$ cat src/rtl/mem_bus_arbiter_pkg.sv
// Shared bus types for the processor-memory port: bus commands, tag owners
// and the tag-table entry layout.
package mem_bus_arbiter_pkg;

  localparam int unsigned XLEN         = 32;
  localparam int unsigned NUM_MEM_TAGS = 16;

  typedef enum logic [1:0] {
    BUS_NONE  = 2'h0,
    BUS_LOAD  = 2'h1,
    BUS_STORE = 2'h2
  } BUS_COMMAND;

  typedef enum logic {
    OWNER_ICACHE = 1'b0,
    OWNER_DCACHE = 1'b1
  } MEM_OWNER;

  typedef struct packed {
    logic     valid;
    MEM_OWNER owner;
  } MEM_TAG_ENTRY;

endpackage

$ cat src/rtl/mem_bus_arbiter_tag_table.sv
// Outstanding-load tag table: records which cache owns each accepted load tag
// and frees the entry when its data returns.
module mem_tag_table
  import mem_bus_arbiter_pkg::*;
#(
  parameter int unsigned NUM_TAGS = NUM_MEM_TAGS,
  parameter int unsigned TAG_W    = $clog2(NUM_TAGS)
) (
  input  logic             clock,
  input  logic             reset,
  input  logic             alloc_en,
  input  logic [TAG_W-1:0] alloc_tag,
  input  MEM_OWNER         alloc_owner,
  input  logic [TAG_W-1:0] ret_tag,
  output logic             ret_valid,
  output MEM_OWNER         ret_owner
);

  MEM_TAG_ENTRY tbl_q [NUM_TAGS];

  assign ret_valid = (ret_tag != '0) && tbl_q[ret_tag].valid;
  assign ret_owner = tbl_q[ret_tag].owner;

  // Free is written before allocate so a same-cycle reuse of a tag keeps the new owner.
  always_ff @(posedge clock or negedge reset) begin
    if (!reset) begin
      for (int unsigned i = 0; i < NUM_TAGS; i++) begin
        tbl_q[i] <= '0;
      end
    end else begin
      if (ret_tag != '0) begin
        tbl_q[ret_tag].valid <= 1'b0;
      end
      if (alloc_en) begin
        tbl_q[alloc_tag] <= '{valid: 1'b1, owner: alloc_owner};
      end
    end
  end

  // The memory model must never hand out a tag that is still outstanding.
  tag_overwrite_chk: assert property (@(posedge clock) disable iff (!reset)
    !(alloc_en && tbl_q[alloc_tag].valid && (ret_tag != alloc_tag)));

endmodule

$ cat src/rtl/mem_bus_arbiter.sv
// Shares the processor-memory port between Icache and Dcache: Dcache-priority
// arbitration with an Icache starvation guard, plus tag-based return routing.
module mem_bus_arbiter
  import mem_bus_arbiter_pkg::*;
#(
  parameter int unsigned STARVE_LIMIT = 4,
  parameter int unsigned NUM_TAGS     = NUM_MEM_TAGS
) (
  input  logic            clock,
  input  logic            reset,
  input  logic            icache_req,
  input  logic [XLEN-1:0] icache_addr,
  output logic            icache_gnt,
  output logic [3:0]      icache_resp_tag,
  output logic [3:0]      icache_data_tag,
  output logic [63:0]     icache_data,
  input  logic            dcache_req,
  input  logic [1:0]      dcache_cmd,
  input  logic [XLEN-1:0] dcache_addr,
  input  logic [63:0]     dcache_wdata,
  output logic            dcache_gnt,
  output logic [3:0]      dcache_resp_tag,
  output logic [3:0]      dcache_data_tag,
  output logic [63:0]     dcache_data,
  output logic [1:0]      proc2mem_command,
  output logic [XLEN-1:0] proc2mem_addr,
  output logic [63:0]     proc2mem_data,
  input  logic [3:0]      mem2proc_response,
  input  logic [63:0]     mem2proc_data,
  input  logic [3:0]      mem2proc_tag,
  output logic            spurious_tag
);

  localparam logic [2:0] STARVE_MAX = 3'(STARVE_LIMIT);

  logic       [2:0] starve_cnt;
  logic             sel_i, sel_d, accepted;
  logic             alloc_en;
  MEM_OWNER         alloc_owner;
  logic             ret_valid;
  MEM_OWNER         ret_owner;
  BUS_COMMAND       d_cmd;

  assign d_cmd    = BUS_COMMAND'(dcache_cmd);
  assign accepted = (mem2proc_response != 4'd0);
  assign sel_i    = icache_req && (!dcache_req || (starve_cnt == STARVE_MAX));
  assign sel_d    = dcache_req && !sel_i;

  // Every output is forced to zero while reset is held, even though the path is combinational.
  always_comb begin
    icache_gnt       = 1'b0;
    icache_resp_tag  = '0;
    icache_data_tag  = '0;
    icache_data      = '0;
    dcache_gnt       = 1'b0;
    dcache_resp_tag  = '0;
    dcache_data_tag  = '0;
    dcache_data      = '0;
    proc2mem_command = BUS_NONE;
    proc2mem_addr    = '0;
    proc2mem_data    = '0;
    spurious_tag     = 1'b0;
    alloc_en         = 1'b0;
    alloc_owner      = OWNER_ICACHE;
    if (reset) begin
      if (sel_i) begin
        proc2mem_command = BUS_LOAD;
        proc2mem_addr    = icache_addr;
        icache_gnt       = accepted;
        icache_resp_tag  = accepted ? mem2proc_response : '0;
        alloc_en         = accepted;
      end else if (sel_d) begin
        proc2mem_command = d_cmd;
        proc2mem_addr    = dcache_addr;
        proc2mem_data    = (d_cmd == BUS_STORE) ? dcache_wdata : '0;
        dcache_gnt       = accepted;
        dcache_resp_tag  = accepted ? mem2proc_response : '0;
        alloc_en         = accepted && (d_cmd == BUS_LOAD);
        alloc_owner      = OWNER_DCACHE;
      end
      if (mem2proc_tag != 4'd0) begin
        if (!ret_valid) begin
          spurious_tag = 1'b1;
        end else if (ret_owner == OWNER_ICACHE) begin
          icache_data_tag = mem2proc_tag;
          icache_data     = mem2proc_data;
        end else begin
          dcache_data_tag = mem2proc_tag;
          dcache_data     = mem2proc_data;
        end
      end
    end
  end

  always_ff @(posedge clock or negedge reset) begin
    if (!reset) begin
      starve_cnt <= '0;
    end else if (!icache_req || icache_gnt) begin
      starve_cnt <= '0;
    end else if (dcache_gnt && (starve_cnt != STARVE_MAX)) begin
      starve_cnt <= starve_cnt + 3'd1;
    end
  end

  mem_tag_table #(
    .NUM_TAGS (NUM_TAGS),
    .TAG_W    (4)
  ) u_tag_table (
    .clock       (clock),
    .reset       (reset),
    .alloc_en    (alloc_en),
    .alloc_tag   (mem2proc_response),
    .alloc_owner (alloc_owner),
    .ret_tag     (mem2proc_tag),
    .ret_valid   (ret_valid),
    .ret_owner   (ret_owner)
  );

endmodule

$ cat config.mk
export PLATFORM = sky130hd
export DESIGN_NAME = mem_bus_arbiter
export DESIGN_NICKNAME = d
export VERILOG_FILES = /design/src/rtl/mem_bus_arbiter_pkg.sv /design/src/rtl/mem_bus_arbiter_tag_table.sv /design/src/rtl/mem_bus_arbiter.sv
export SDC_FILE = /design/constraint.sdc
export NUM_CORES = 1
export LEC_CHECK = 0
export BUFFER_PORTS_ARGS = -buffer_cell sky130_fd_sc_hd__buf_2
export CORE_AREA = 2 2 175 177
export CTS_BUF_LIST = sky130_fd_sc_hd__clkbuf_16
export DETAILED_ROUTE_END_ITERATION = 7
export DIE_AREA = 0 0 177 179
export PLACE_DENSITY_LB_ADDON = 0.08
export SETUP_SLACK_MARGIN = 0.1
export SLEW_MARGIN = 20
export SYNTH_ARGS = -nofsm -noshare
export SYNTH_HDL_FRONTEND = slang
export SYNTH_SLANG_ARGS = --single-unit
$ cat constraint.sdc
create_clock -name clock -period 5.2 [get_ports clock]
set_input_delay 1.04 -clock clock [delete_from_list [all_inputs] [get_ports clock]]
set_output_delay 1.04 -clock clock [all_outputs]
set_load 0.005 [all_outputs]
Word-level counts from Yosys, hierarchy flattened:

Cells that the tools add are included.

* register bits: 35
* latch bits: 0
* bits in writable memories: 0
* bits in read-only memories: 0
* bits of input ports: 206
* output and inout port bits: 245
* word-level logic and storage cells: 118
* memories: 0

* $add $sub $neg: 1
* multipliers: 0
* divide/modulo/power cells: 0
* $lt $le $gt $ge: 4
* equality and inequality tests: 4
* shift-type cells: 0
* mux-type cells: 59
* bitwise operators: 2
* reduce and logical (&&, ||, !) cells: 15

Operators with widths (number)
* $mux 64: 12
* $mux 32: 5
* $bwmux 32: 2
* $mux 4: 14
* $demux 2 s4: 2
* $mux 1: 14
* $mux 2: 7
* $ge 5x5->1 const B: 2
* $lt 5x1->1 const B: 2
* $not 4->5: 2
* $bmux 2 s4: 1
* $reduce_bool 4->1: 2
* $logic_and 1x1->1: 7
* $mux 3: 2
* $add 3x1->3 const B: 1
* $eq 3x3->1 const B: 1
* $logic_not 1->1: 3
* $ne 3x3->1 const B: 1
* $eq 2x1->1 const B: 1
* $eq 2x2->1 const B: 1
* $logic_or 1x1->1: 2
* $reduce_bool 2->1: 1

Depth between registers and ports, before layout:

* depth after elaboration: 11
* depth in mapped cells: 8
* gate-level depth less buffers: 6

By module:

A second synthesis with hierarchy kept.

* cell total of the unflattened synthesis: 521
* area, all modules: 3648.5 µm²

By module, submodules not included
* mem_bus_arbiter: times used 1, cells an instance 384, area each 2070.7 µm², sequential area each 75.1 µm²
* mem_tag_table: times used 1, cells an instance 137, area each 1577.8 µm², sequential area each 775.7 µm²

Least setup slack after synthesis:

No wires, ideal clock.

* path kind: in2out
* start point: input port mem2proc_tag[0]
* end point: output port icache_data[35]
* arrival: 2.641 ns
* required time: 4.160 ns
* slack: 1.519 ns
* cell stages on the path: 7
* buffers on the path: 3
* cells stage by stage: buf_2 > mux4_2 > a22oi_1 > and3_1 > buf_2 > clkbuf_2 > and3_1

* word-level cells in the longest chain between the ends: 8
* elaborated cells on any way between the ends: 10
* classes of those cells: mux (7); bitwise (1); reduce/logical (2)

Ends and longest elaborated chain
* start, declared: line mem_bus_arbiter.sv:30 `input logic [3:0] mem2proc_tag,`
* $not 4->5 (not written as such): line mem_bus_arbiter_tag_table.sv:21, mem_bus_arbiter_tag_table.sv:22
* $bmux 2 s4: line mem_bus_arbiter_tag_table.sv:21, mem_bus_arbiter_tag_table.sv:22
* $mux 2 (not written as such) (2 in series): line mem_bus_arbiter_tag_table.sv:22 `assign ret_owner = tbl_q[ret_tag].owner;`
* $mux 64 or $logic_and 1x1->1 (tied branches): line mem_bus_arbiter.sv:84, mem_bus_arbiter_tag_table.sv:21
* $mux 64: line mem_bus_arbiter.sv:82 `if (!ret_valid) begin`
* $mux 64 (*): line mem_bus_arbiter.sv:81 `if (mem2proc_tag != 4'd0) begin`
* $mux 64 (*): line mem_bus_arbiter.sv:65 `if (reset) begin`
* end, declared: line mem_bus_arbiter.sv:16 `output logic [63:0] icache_data,`

Every way passes the cells marked *; elsewhere a longest branch is shown, timed or not. The select of a mux whose other input is x is not followed.

Worst setup path after layout:

* start point: input port mem2proc_tag[0]
* end point: output port icache_data[7]

Same word-level chain as after synthesis.

==> metrics list <==
- Run status: finished, final reports clean
- Share of cells above drive strength 1: 55.82%
* GRT Residual Overflow: 0
* Setup crit end kind: output pin
- Cell-by-cell listing of the critical path: buf_2 -> mux4_2 -> a22oi_1 -> and3_2 -> buf_12 -> and3_1 -> buf_2
- The first global-routing pass estimated 30.66 mm of wire.
- STA puts the critical path data arrival time at 3.38 ns.
- After synthesis, flip-flops and latches occupy 23.41% of the total area.
- The count of buffers added on input and output ports is 450.
- In this run the worst path has a maximum fanout of 37.
- Clock-pin slew reported for the worst setup and hold paths after clock tree synthesis: 0.06 ns
- Slowest CP cell: sky130_fd_sc_hd__and3_2
- Setup fix buffers added after clock tree synthesis: 0
- Time the worst path needs with I/O delays and setup: 4.416 ns
* Leakage Power: 4.311 nW
- Number of rows in the core area: 64
- Among the stages of the critical path, the cell type that occurs most often is sky130_fd_sc_hd__buf_2.
- Delay contributed by the slowest stage of the critical path: 0.60 ns
* Global Route Usage Sum: 12.73%
- Counting every sink on the clock net gives 35.
* CTS tree: done
* Total of flip-flops plus latches after synthesis: 35
* Largest net degree at the start of global routing: 112
- Required arrival time at the worst endpoint: 4.16 ns
- For this design, the CTS-stage hold fixing added 0 buffers.
* Vias in the first global route: 4,909
- In the post-synthesis netlist, the biggest area contributors are sky130_fd_sc_hd__dfrtp_1 23%, sky130_fd_sc_hd__and3_1 22%, sky130_fd_sc_hd__and2_1 13%, sky130_fd_sc_hd__a22o_1 7.5%, sky130_fd_sc_hd__mux2_2 4.5%.
* CTS max path bufs: 2
* Unique cell type count in the Yosys netlist: 35
- Count of filler cells inserted in the layout: 3,474
* Effective utilization at floorplan: 12.46%
- After detailed routing, the number of remaining DRC violations is 0.
* Avg Synthesized Cell Area: 7.943 sq um
* Worst path bufs/invs: 3
- Setup repair after global routing left no endpoint under its margin.
- Relative to the synthesized area, the layout overhead comes to 73.04%.
* Number of detailed-routing iterations run before antenna repair: 4
- Global placer's final weighted congestion: 0.7695
* IO Pins: 451
* Total Neg Setup Slack: 0 ns
- In this run the remaining antenna-violating nets after routing total 0.
- For this run, asynchronously set or reset flops after synthesis account for 100.0%.
* Kind of cell adding the most delay to the critical path: simple AND/OR/NAND/NOR gates
- When the netlist entered floorplanning its net count stood at 679.
* Worst skew pair latency: 0.28 ns
* Routed wirelength normalized by instance count: 17.44 microns
- At the pin with the least slew margin, the transition time is 0.8388 ns.
* Number of gates resized after CTS: 0
- Clock Root Buffer: sky130_fd_sc_hd__clkbuf_16
- Maximum capacitance violations: 0
- Path class of the lowest-slack min-delay path: reg2reg
* Via Count: 5,088
- The initial antenna violation count was 3.
- The worst setup path is of the in2out kind.
- EDFF count, synth: 0
* Most area-hungry cell type in the Yosys netlist: sky130_fd_sc_hd__dfrtp_1
- Highest ir drop seen on vdd: 0.1164 mV
- Post-Route Skew: 0.006045 ns
* Yosys top cell area share: 23.41%
* Mapped Cells: 471
* Synthesized area: 0.003741 sq mm
- Core Region: 0.03003 sq mm
- Post-layout net count: 1,092
- In this run, the number of DRC markers left after iteration 0 of detailed routing was 211.
- Across all hold checks on the routed design, the worst slack comes to 0.3803 ns.
- Overall die area: 0.03168 sq mm
- After detailed routing, the number of vias per cell comes to 3.969.
- TritonCTS created 5 clock buffers.
- Dividing the final minimum period by the clock period gives 84.92%.
- The floorplan step set the die height to 179 microns.
* PwrDens: 149.2 mW/mm^2
- Timing would allow up to 226.5 MHz.
* Synth warn: 0
* H-tree depth: 2
* Sort of element at the start of the critical path: input port
- The worst pin sits at a relative slew slack of 43.35%.
* Top_reg_cell synth: sky130_fd_sc_hd__dfrtp_1
* HPWL reported at the end of detailed placement: 18.64 mm
- The routed design has 22.36 mm of wire.
- The final hold violation count came to 0.
- Count of final max-slew check failures: 0
- Die Span X: 177 microns
- Setup violations remaining at the end of the flow were counted as 0.
-- cells in the final DEF (no fill, tap or decap), drive strengths merged, types with 2 or more instances in the layout --
master    n
nand4    15
clkbuf    5
clkinv    2
o21ai    10
a22o     32
mux4      6
nor2     12
mux2i     8
and2     75
nand3     5
nand2    31
o31ai     3
inv       5
a22oi     2
nand2b    4
nor3b     2
and3    134
nor2b     7
buf     459
mux2     15
ha        2
dfrtp    35
a21oi     5
-- metrics by stage --
step	setup slack, ns	cell area (sq um)	std cells	power [mW]	utilization [%]
4_1_cts	0.7484	6465	1281	0.9808	21.53
5_1_grt	0.5519	6474	1282	1.031	21.56
6_report	0.7843	6474	1282	0.9657	21.56
3_3_place_gp	0.8200	6325	1273	0.6985	21.06
3_5_place_dp	0.7495	6329	1273	0.6946	21.08
2_1_floorplan	1.519	3741	471	0.4948	-
-- flip-flops by register name, indices dropped and copies added, names as in the netlist --
register and cells:
starve_cnt 3, u_tag_table.tbl_q 32
-- Yosys cell counts (3+ instances only) --
library cell and n:
sky130_fd_sc_hd__and3_1 134, sky130_fd_sc_hd__and2_1 75, sky130_fd_sc_hd__clkbuf_1 38, sky130_fd_sc_hd__dfrtp_1 35
sky130_fd_sc_hd__a22o_1 32, sky130_fd_sc_hd__nand2_1 31, sky130_fd_sc_hd__mux2_2 15, sky130_fd_sc_hd__nand4_1 15
sky130_fd_sc_hd__nor2_1 12, sky130_fd_sc_hd__buf_6 10, sky130_fd_sc_hd__o21ai_0 10, sky130_fd_sc_hd__mux2i_1 8
sky130_fd_sc_hd__nor2b_1 7, sky130_fd_sc_hd__mux4_2 6, sky130_fd_sc_hd__a21oi_1 5, sky130_fd_sc_hd__nand3_1 5
sky130_fd_sc_hd__inv_1 4, sky130_fd_sc_hd__nand2b_1 4, sky130_fd_sc_hd__buf_2 3, sky130_fd_sc_hd__o31ai_1 3
-- kinds of logic after synthesis --
group / share of synthesized area (%)
AOI/OAI and AO/OA: 12.17
muxes: 10.27
DFF: 23.41
and+or+nand+nor: 45.58
adders and majority gates: 0.6688
buffers and inverters: 7.893
-- layout make-up --
type	instances	area, sq um	area share, %
Antenna cell	1	2.502	0.03865
Clock buffer	5	125.1	1.933
Clock inverter	3	11.26	0.1739
Inverter	4	15.01	0.2319
Multi-Input combinational cell	379	2604	40.22
Sequential cell	35	875.8	13.53
Tap cell	396	495.5	7.654
Timing Repair Buffer	459	2345	36.22
-- path summary, 6_finish.rpt --
path	start	end	slack [ns]	depth (start not counted)
worst max-delay path	mem2proc_tag[0]	icache_data[7]	0.78	7
worst min-delay path	u_tag_table.tbl_q[31]	u_tag_table.tbl_q[31]	0.38	0
worst max register to register	starve_cnt[0]	u_tag_table.tbl_q[26]	3.17	6
worst min register to register	u_tag_table.tbl_q[31]	u_tag_table.tbl_q[31]	0.38	0
max in group asynchronous	reset	u_tag_table.tbl_q[17]	4.15	2
min in group asynchronous	reset	u_tag_table.tbl_q[31]	0.55	1
-- worst register-to-register path, stage by stage, from the launching register on --
cell and delay [ns]:
sky130_fd_sc_hd__dfrtp_1 0.40, sky130_fd_sc_hd__inv_1 0.08, sky130_fd_sc_hd__ha_1 0.25, sky130_fd_sc_hd__a21bo_2 0.18
sky130_fd_sc_hd__o2bb2ai_2 0.30, sky130_fd_sc_hd__nand4_1 0.34, sky130_fd_sc_hd__mux2_2 0.36
-- per-layer routing --
layer | up-vias | part of all wire, % | global-route usage, %
met3 | 14 | 7.9 | 2.799
met5 | - | 0.10 | 0
met2 | 286 | 50 | 23.74
met4 | 4 | 1.4 | 2.376
li1 | 2514 | - | -
met1 | 2270 | 40 | 14.90
-- power by group --
| part | switching [mW] | total, mW | internal (mW) |
|---|---|---|---|
| logic | 0.199 | 0.369 | 0.170 |
| clock network | 0.110 | 0.282 | 0.172 |
| registers | 0.0149 | 0.315 | 0.300 |
Power figures use the tool's default switching activity.
